[src/rtl/ram_fifo_pkg.sv]
// ============================================================================
// Module   : ram_fifo_pkg
// Purpose  : Shared types, default widths and the depth sanity function for
//            the RAM-backed FIFO controller.
// Contents : op_t      - RAM port operation (idle / write / read)
//            DEF_*     - default parameter values
//            depth_ok  - true when MEMORY_SIZE == 2**ADDR_SIZE
// Revision : 1.0 - initial release
// ============================================================================
`default_nettype none

package ram_fifo_pkg;

  localparam int DEF_ADDR_SIZE   = 10;
  localparam int DEF_WORD_SIZE   = 8;
  localparam int DEF_MEMORY_SIZE = 1024;

  typedef enum logic [1:0] {
    OP_IDLE = 2'd0,
    OP_WR   = 2'd1,
    OP_RD   = 2'd2
  } op_t;

  // Pointers wrap by natural overflow, so the depth must fill the address space.
  function automatic bit depth_ok(input int addr_size, input int memory_size);
    return (memory_size == (1 << addr_size));
  endfunction

endpackage

`default_nettype wire

[src/rtl/ram_fifo_ptr.sv]
// ============================================================================
// Module   : ram_fifo_ptr
// Purpose  : Write/read pointers, RAM occupancy count and full/empty flags.
// Ports    : clk, rst_n      - clock, async active-low reset
//            push, pop       - one write / one read issued at this edge
//            wptr, rptr      - next RAM write / read address
//            count           - words held in RAM (0..MEMORY_SIZE)
//            full, empty     - count == MEMORY_SIZE / count == 0
// Revision : 1.0 - initial release
// ============================================================================
`default_nettype none

module ram_fifo_ptr
  import ram_fifo_pkg::*;
#(
  parameter int ADDR_SIZE   = DEF_ADDR_SIZE,
  parameter int MEMORY_SIZE = DEF_MEMORY_SIZE
) (
  input  logic                 clk,
  input  logic                 rst_n,
  input  logic                 push,
  input  logic                 pop,
  output logic [ADDR_SIZE-1:0] wptr,
  output logic [ADDR_SIZE-1:0] rptr,
  output logic [ADDR_SIZE:0]   count,
  output logic                 full,
  output logic                 empty
);

  localparam logic [ADDR_SIZE:0]   C_DEPTH   = (ADDR_SIZE+1)'(MEMORY_SIZE);
  localparam logic [ADDR_SIZE-1:0] C_PTR_ONE = ADDR_SIZE'(1);
  localparam logic [ADDR_SIZE:0]   C_CNT_ONE = (ADDR_SIZE+1)'(1);

  logic [ADDR_SIZE-1:0] r_wptr;
  logic [ADDR_SIZE-1:0] r_rptr;
  logic [ADDR_SIZE:0]   r_count;

  always_ff @(posedge clk or negedge rst_n) begin
    if (!rst_n) begin
      r_wptr  <= '0;
      r_rptr  <= '0;
      r_count <= '0;
    end else begin
      if (push) r_wptr <= r_wptr + C_PTR_ONE;
      if (pop)  r_rptr <= r_rptr + C_PTR_ONE;
      case ({push, pop})
        2'b10:   r_count <= r_count + C_CNT_ONE;
        2'b01:   r_count <= r_count - C_CNT_ONE;
        default: r_count <= r_count;
      endcase
    end
  end

  assign wptr  = r_wptr;
  assign rptr  = r_rptr;
  assign count = r_count;
  assign full  = (r_count == C_DEPTH);
  assign empty = (r_count == '0);

endmodule

`default_nettype wire

[src/rtl/ram_fifo_ctrl.sv]
// ============================================================================
// Module   : ram_fifo_ctrl
// Purpose  : FIFO controller in front of a single-port, asynchronous-read RAM.
//            Converts a valid/ready input stream into RAM writes and RAM reads
//            into a valid/ready output stream, one RAM operation per clock,
//            reads having priority. All RAM-side outputs come straight from
//            flops.
// Ports    : clk, rst_n                   - clock, async active-low reset
//            in_valid/in_ready/in_data    - input stream
//            out_valid/out_ready/out_data - output stream
//            level                        - words held (RAM + read + out reg)
//            ram_addr/ram_din/ram_wr/ram_cs/ram_dout - RAM port
// Options  : RAM_FIFO_BYPASS_EN - when defined, a word arriving at an empty
//            FIFO with a free output register skips the RAM entirely.
// Revision : 1.0 - initial release
// ============================================================================
`default_nettype none

module ram_fifo_ctrl
  import ram_fifo_pkg::*;
#(
  parameter int ADDR_SIZE   = DEF_ADDR_SIZE,
  parameter int WORD_SIZE   = DEF_WORD_SIZE,
  parameter int MEMORY_SIZE = DEF_MEMORY_SIZE
) (
  input  logic                 clk,
  input  logic                 rst_n,
  input  logic                 in_valid,
  output logic                 in_ready,
  input  logic [WORD_SIZE-1:0] in_data,
  output logic                 out_valid,
  input  logic                 out_ready,
  output logic [WORD_SIZE-1:0] out_data,
  output logic [ADDR_SIZE:0]   level,
  output logic [ADDR_SIZE-1:0] ram_addr,
  output logic [WORD_SIZE-1:0] ram_din,
  output logic                 ram_wr,
  output logic                 ram_cs,
  input  logic [WORD_SIZE-1:0] ram_dout
);

  generate
    if (!depth_ok(ADDR_SIZE, MEMORY_SIZE)) begin : g_depth_check
      $error("ram_fifo_ctrl: MEMORY_SIZE must equal 2**ADDR_SIZE");
    end
  endgenerate

  logic [ADDR_SIZE-1:0] w_wptr;
  logic [ADDR_SIZE-1:0] w_rptr;
  logic [ADDR_SIZE:0]   w_count;
  logic                 w_full;
  logic                 w_empty;

  op_t                  r_op;
  op_t                  w_op_nxt;
  logic                 r_ram_cs;
  logic                 r_ram_wr;
  logic [ADDR_SIZE-1:0] r_ram_addr;
  logic [WORD_SIZE-1:0] r_ram_din;
  logic                 r_out_valid;
  logic [WORD_SIZE-1:0] r_out_data;

  logic                 w_can_load;
  logic                 w_rd_grant;
  logic                 w_in_ready;
  logic                 w_bypass;
  logic                 w_wr_accept;

  // The output register can take a new word only if no capture is already
  // pending (op==RD) and it is empty or being drained at this edge.
  assign w_can_load = (r_op != OP_RD) && (!r_out_valid || out_ready);
  assign w_rd_grant = !w_empty && w_can_load;
  assign w_in_ready = !w_full && !w_rd_grant;

`ifdef RAM_FIFO_BYPASS_EN
  assign w_bypass = w_empty && w_can_load && in_valid;
`else
  assign w_bypass = 1'b0;
`endif

  // A bypassed word is accepted but never written to the RAM.
  assign w_wr_accept = in_valid && w_in_ready && !w_bypass;

  ram_fifo_ptr #(
    .ADDR_SIZE   (ADDR_SIZE),
    .MEMORY_SIZE (MEMORY_SIZE)
  ) u_ptr (
    .clk   (clk),
    .rst_n (rst_n),
    .push  (w_wr_accept),
    .pop   (w_rd_grant),
    .wptr  (w_wptr),
    .rptr  (w_rptr),
    .count (w_count),
    .full  (w_full),
    .empty (w_empty)
  );

  always_comb begin
    w_op_nxt = OP_IDLE;
    if (w_rd_grant) begin
      w_op_nxt = OP_RD;
    end else if (w_wr_accept) begin
      w_op_nxt = OP_WR;
    end
  end

  // ram_cs/ram_wr are separate flops rather than a decode of r_op, so they
  // cannot glitch on an op-to-op transition.
  always_ff @(posedge clk or negedge rst_n) begin
    if (!rst_n) begin
      r_op       <= OP_IDLE;
      r_ram_cs   <= 1'b0;
      r_ram_wr   <= 1'b0;
      r_ram_addr <= '0;
      r_ram_din  <= '0;
    end else begin
      r_op     <= w_op_nxt;
      r_ram_cs <= (w_op_nxt != OP_IDLE);
      r_ram_wr <= (w_op_nxt == OP_WR);
      if (w_rd_grant) begin
        r_ram_addr <= w_rptr;
      end else if (w_wr_accept) begin
        r_ram_addr <= w_wptr;
        r_ram_din  <= in_data;
      end
    end
  end

  // Output register: capture the RAM read that ran during this cycle, or the
  // bypassed input word; otherwise drop the word once it has been taken.
  always_ff @(posedge clk or negedge rst_n) begin
    if (!rst_n) begin
      r_out_valid <= 1'b0;
      r_out_data  <= '0;
    end else if (r_op == OP_RD) begin
      r_out_valid <= 1'b1;
      r_out_data  <= ram_dout;
    end else if (w_bypass) begin
      r_out_valid <= 1'b1;
      r_out_data  <= in_data;
    end else if (r_out_valid && out_ready) begin
      r_out_valid <= 1'b0;
    end
  end

  assign in_ready  = w_in_ready;
  assign out_valid = r_out_valid;
  assign out_data  = r_out_data;
  assign ram_addr  = r_ram_addr;
  assign ram_din   = r_ram_din;
  assign ram_wr    = r_ram_wr;
  assign ram_cs    = r_ram_cs;
  assign level     = w_count
                   + (ADDR_SIZE+1)'(r_op == OP_RD)
                   + (ADDR_SIZE+1)'(r_out_valid);

endmodule

`default_nettype wire
[config.mk]
export PLATFORM = sky130hd
export DESIGN_NAME = ram_fifo_ctrl
export DESIGN_NICKNAME = d
export VERILOG_FILES = /design/src/rtl/ram_fifo_pkg.sv /design/src/rtl/ram_fifo_ptr.sv /design/src/rtl/ram_fifo_ctrl.sv
export SDC_FILE = /design/constraint.sdc
export NUM_CORES = 1
export LEC_CHECK = 0
export CORE_AREA = 2 2 76 92
export CTS_CLUSTER_SIZE = 10
export DETAILED_ROUTE_END_ITERATION = 12
export DIE_AREA = 0 0 78 94
export HOLD_SLACK_MARGIN = 0.1
export PLACE_DENSITY = 0.76
export SLEW_MARGIN = 20
export SYNTH_ARGS = -nofsm -noshare
export SYNTH_HDL_FRONTEND = slang
export SYNTH_SLANG_ARGS = --single-unit
[constraint.sdc]
create_clock -name clk -period 5.5 [get_ports clk]
set_input_delay 0.825 -clock clk [delete_from_list [all_inputs] [get_ports clk]]
set_output_delay 0.825 -clock clk [all_outputs]
set_load 0.005 [all_outputs]
# Yosys cells after proc, flatten, opt, wreduce, memory -nomap -nowiden
# Cells that the tools add are included.
# op_classes
n_eq_ne	6
bitwise	1
n_reduce_logical	16
addsub	6
mux	7
# op_table
cell	n
adder 11 x 1 -> 11 bit	2
case mux 11 bit (2 select lines)	1
adder 10 x 1 -> 10 bit (second input constant)	2
2-to-1 mux 10 bit	2
adder 11 x 1 -> 11 bit (second input constant)	1
equality test 11 bit (second input constant)	1
logical NOT 11 bit	1
subtractor 11 x 1 -> 11 bit (second input constant)	1
nonzero test 2 bit	4
logical AND 1 bit	5
equality test 2 x 1 -> 1 bit (second input constant)	2
equality test 2 bit (second input constant)	2
logical NOT 1 bit	4
2-to-1 mux 1 bit	3
2-to-1 mux 2 bit	1
!= test 2 bit (second input constant)	1
AND reduction 2 bit	1
logical OR 1 bit	1
inverter 1 bit	1
# word_totals
in_bits	20
out_inout_bits	41
wordCells	46
register_bits	62

# Longest topological paths before layout
# logic_depth
word_depth	10
depth_mapped	15
ltp_nobuf	13

# By module
# Synthesis repeated with hierarchy kept, for this count alone.
# hier_totals
hier_cells	334
hier_area_um2	3395.8
# by_module_without_submodules
mod	area_per_inst_um2	cells_each	instances	seq_area_each_um2
ram_fifo_ptr	1904.3	194	1	775.7
ram_fifo_ctrl	1491.4	140	1	750.7

# Worst setup path after synthesis
# No wires, ideal clock.
# synth_path
path_kind	input to register
start	input out_ready
end	register u_ptr.r_count[10] (netlist: u_ptr.count[10])
cell_stages	13
path_buffers	1
setup_time_ns	0.079
slack_ns	2.168
arrival_ns	3.253
cell_sequence	inv_1 > a21oi_2 > o21ai_2 > buf_6 > inv_1 > ha_1 > ha_1 > a21o_1 > a21oi_1 > nand2_1 > a311oi_1 > mux2i_1 > xor2_1
# synth_between
elab_chain_len	8
elab_cells_between_ends	10
classes_between	2 x eq/ne; 1 x mux; 7 x reduce/logical
# synth_lines
item	line_no	rtl
start: declaration	ram_fifo_ctrl.sv:32	input logic out_ready,
logical OR 1 bit (*)	ram_fifo_ctrl.sv:71	assign w_can_load = (r_op != OP_RD) && (!r_out_valid || out_ready);
logical AND 1 bit (*)	ram_fifo_ctrl.sv:71	
logical AND 1 bit (*)	ram_fifo_ctrl.sv:72	assign w_rd_grant = !w_empty && w_can_load;
net u_ptr.pop	ram_fifo_ptr.sv:22	input logic pop,
logical NOT 1 bit	ram_fifo_ctrl.sv:73	assign w_in_ready = !w_full && !w_rd_grant;
logical AND 1 bit	ram_fifo_ctrl.sv:73	
logical AND 1 bit	ram_fifo_ctrl.sv:82	assign w_wr_accept = in_valid && w_in_ready && !w_bypass;
equality test 2 x 1 -> 1 bit or equality test 2 bit (tied branches)	ram_fifo_ptr.sv:46	case ({push, pop})
case mux 11 bit (2 select lines) or nonzero test 2 bit (tied branches)	n/a	
end signal: assignment	ram_fifo_ptr.sv:47	2'b10: r_count <= r_count + C_CNT_ONE;
end signal: assignment	ram_fifo_ptr.sv:48	2'b01: r_count <= r_count - C_CNT_ONE;
end signal: assignment	ram_fifo_ptr.sv:49	default: r_count <= r_count;
end: declaration	ram_fifo_ptr.sv:36	logic [ADDR_SIZE:0] r_count;
# The timed path passes the listed nets; every way through them passes the cells marked *.
# A chain may end at the register's enable or synchronous reset.

==> results.md <==
- Commonest cells in the netlist: dfrtp_1 (61), nand2_1 (27), xnor2_1 (22), mux2_2 (21), nand3_1 (18)
- DR DRC count: 0
- Total grt overflow: 0
- Nets: 387
- Fin crit share: 76.4%
- MaxCap Viol Count: 0
- Rel. slew slack: 43.0%
- Total track usage: a little under a fifth
- Top cell type's share of synthesized area: roughly 48%
- Post-CTS Setup Repair Bufs: 0
- Final Setup Violations: 0
- Pins Over Slew Limit: 0
- Largest net degree at the start of global routing: a little over 60
- Post-synth cell types: between 40 and 50
- Clock-pin slew on the worst setup and hold paths: 0.07 ns
- Asr flop ratio synth: 100%
- CTS tree: done
- Initial antenna violation count: 0
- Clk sinks: between 60 and 70
- Std-Cell Rows: 32
- Effective utilization at floorplan: approximately half
- Antenna-violating nets left: 0
- Final WL: slightly above 6000 um
- CTS buffer count: 9
- Drt pass-1 iters: 4
- Setup_tns: 0 ns
- Yosys reg bits: 61
- Slew @ Worst Pin: between 0.8 and 0.9 ns
- Critical path's top delay family: simple AND/OR/NAND/NOR gates
- VDD IR max: between 0.0004 and 0.0005 V
- Area growth syn-to-layout: 27.6%
- Status: complete, no violations
- Maximum fanout along the worst path: 10
- IO Count: 61
- Vias in the first global route: roughly 2200
- CP max stage delay: about 0.67 ns
- Number of synthesized flops with an enable pin: 0
- Core Footprint: 6410 um^2
- Final setup skew: 0.00922 ns
- Cell taking the most area after synthesis: dfrtp_1
- Share of cells above drive strength 1: approximately 14%
- Power Density: just under 700 nW/um^2
- CP Class: flip-flop to primary output
- Worst path buffer plus inverter count: 3
- Crit start category: flip-flop
- Routability cong.: 0.796
- Final Hold Vio Count: 0
- Synth area leaders: dfrtp_1 (48%), mux2_2 (7.5%), xnor2_1 (6.1%), ha_1 (6.0%), mux2i_1 (3.8%)
- Post-DR vias/cell: between 5 and 6
- Leakage: between 0.0015 and 0.002 uW
- Hold Path Class: flip-flop to flip-flop
- Longest Clk Path Bufs: 2
- Post-CTS Resized: 0
- Htree depth: 3
- Required time of the critical path: 4.68 ns
- Clk root buf: clkbuf_8
- Mapped cell area: 3150 um^2
- Main synth FF type: dfrtp_1
- N_diodes: 0
- Post-route minimum period: around 4.2 ns
- Count leader, synth: dfrtp_1
- Die W: 78 um
- Full die area: about 7300 um^2
- Wire per inst: between 10 and 15 um
- DR iter-0 viols: 190
- Vias: 2278
- Syn nets: 320
- Yosys warns: 0
- Hold WS: ~0.48 ns
- Mapped Cells: 283
- # hold bufs at CTS: 0
- CP arrival: roughly 3.4 ns
- Unrepaired setup endpoints after global routing: no
- Wire length of the first global-routing pass: approximately 11000 um
- Crit-path slowest cell: nor2b_1
- Achievable Freq: ~240 MHz
- Avg Inst Size Synth: about 11 um^2
- # port buffers: 60
- Post-DP HPWL: between 4000 and 5000 um
- Die height: 94 um
- Core Util, Final: 62.8%
- Clock latency on the worst-skew pair: 0.34 ns
- Endpoint class of the critical path: primary output
- CP cell instances: nor2b_1 -> inv_1 -> fa_1 -> inv_1 -> ha_1 -> nand3_1 -> nor2_1 -> nand3_1 -> xnor2_1 -> clkdlybuf4s50_1
- Register area share after synthesis: approximately half
flip-flops by register name (all words and copies together), names as in the netlist:
register,cells
out_valid,1
u_ptr.wptr,10
ram_cs,1
ram_addr,10
out_data,8
u_ptr.count,11
ram_din,8
u_ptr.rptr,10
r_op,1
ram_wr,1
placed cells by master (no fill, tap or decap), drive strengths merged, types with 4 or more instances in the layout:
cell	Yosys	final
mux2i	13	13
xor2	10	10
clkbuf	4	10
nand2	28	28
clkdlybuf4s50	0	59
nand3	19	19
o21ai	14	14
dfrtp	61	61
inv	16	19
and3	4	4
xnor2	23	23
a21oi	8	8
mux2	21	21
ha	15	15
a21o	4	4
nor2	15	15
power breakdown:
group	internal, uW	switching (uW)
clock	180	190
combinational	827	677
sequential	650	194
per-layer routing:
metal / track usage, % / vias to the layer above / wire, um
met5: 0 / - / 0
met4: 8.33 / 0 / 93
met3: 2.79 / 8 / 228
met2: 30.4 / 62 / 3110
met1: 23.8 / 1091 / 2720
li1: - / 1117 / -
cells by family after synthesis:
logic type                 after synthesis  share of synthesized area [%]
AOI/OAI and AO/OA                       36                           7.19
xor gates and xnor gates                33                           9.41
adders and majority gates               17                           7.23
buffers and inverters                   22                           2.86
DFF                                     61                           48.4
muxes                                   34                           12.0
and+or+nand+nor                         80                           12.9
stage by stage:
step / setup slack [ns] / total power, uW / cell area [um^2] / instances
6_report: 1.30 / 2720 / 4020 / 440
5_1_grt: 1.02 / 2940 / 4020 / 440
2_1_floorplan: 2.17 / 1790 / 3150 / 283
4_1_cts: 1.22 / 2740 / 4020 / 440
3_3_place_gp: 1.53 / 2320 / 3840 / 424
3_5_place_dp: 1.38 / 2360 / 3840 / 424
layout make-up:
class | count | area, um^2
clock buffer | 10 | 138
clock inverter | 6 | 45.0
fill | 527 | 2380
inverter | 16 | 60.1
multi-input combinational | 200 | 1540
sequential | 61 | 1530
tap | 85 | 106
timing repair buffer | 62 | 611
worst reg2reg max path: stages (launching register included):
cell and delay (ns):
dfrtp_1 0.38, nor2b_1 0.67, a21oi_2 0.13, o21ai_2 0.10
buf_4 0.27, inv_1 0.12, ha_1 0.37, ha_1 0.33
a21o_1 0.17, a21oi_1 0.29, o21ai_0 0.19, a31oi_1 0.23
xnor2_1 0.09, mux2_2 0.26
worst paths after layout:
check,from,to,slack [ns],cells past startpoint
max,ram_wr,level[8],1.30,10
min,u_ptr.rptr[9],u_ptr.rptr[9],0.48,1
max reg2reg,ram_wr,u_ptr.count[7],1.81,13
min reg2reg,u_ptr.rptr[9],u_ptr.rptr[9],0.48,1
max in group asynchronous,rst_n,ram_addr[1],4.37,2
min in group asynchronous,rst_n,u_ptr.count[7],0.62,2
Note: power is estimated with default switching activity, not from simulation.
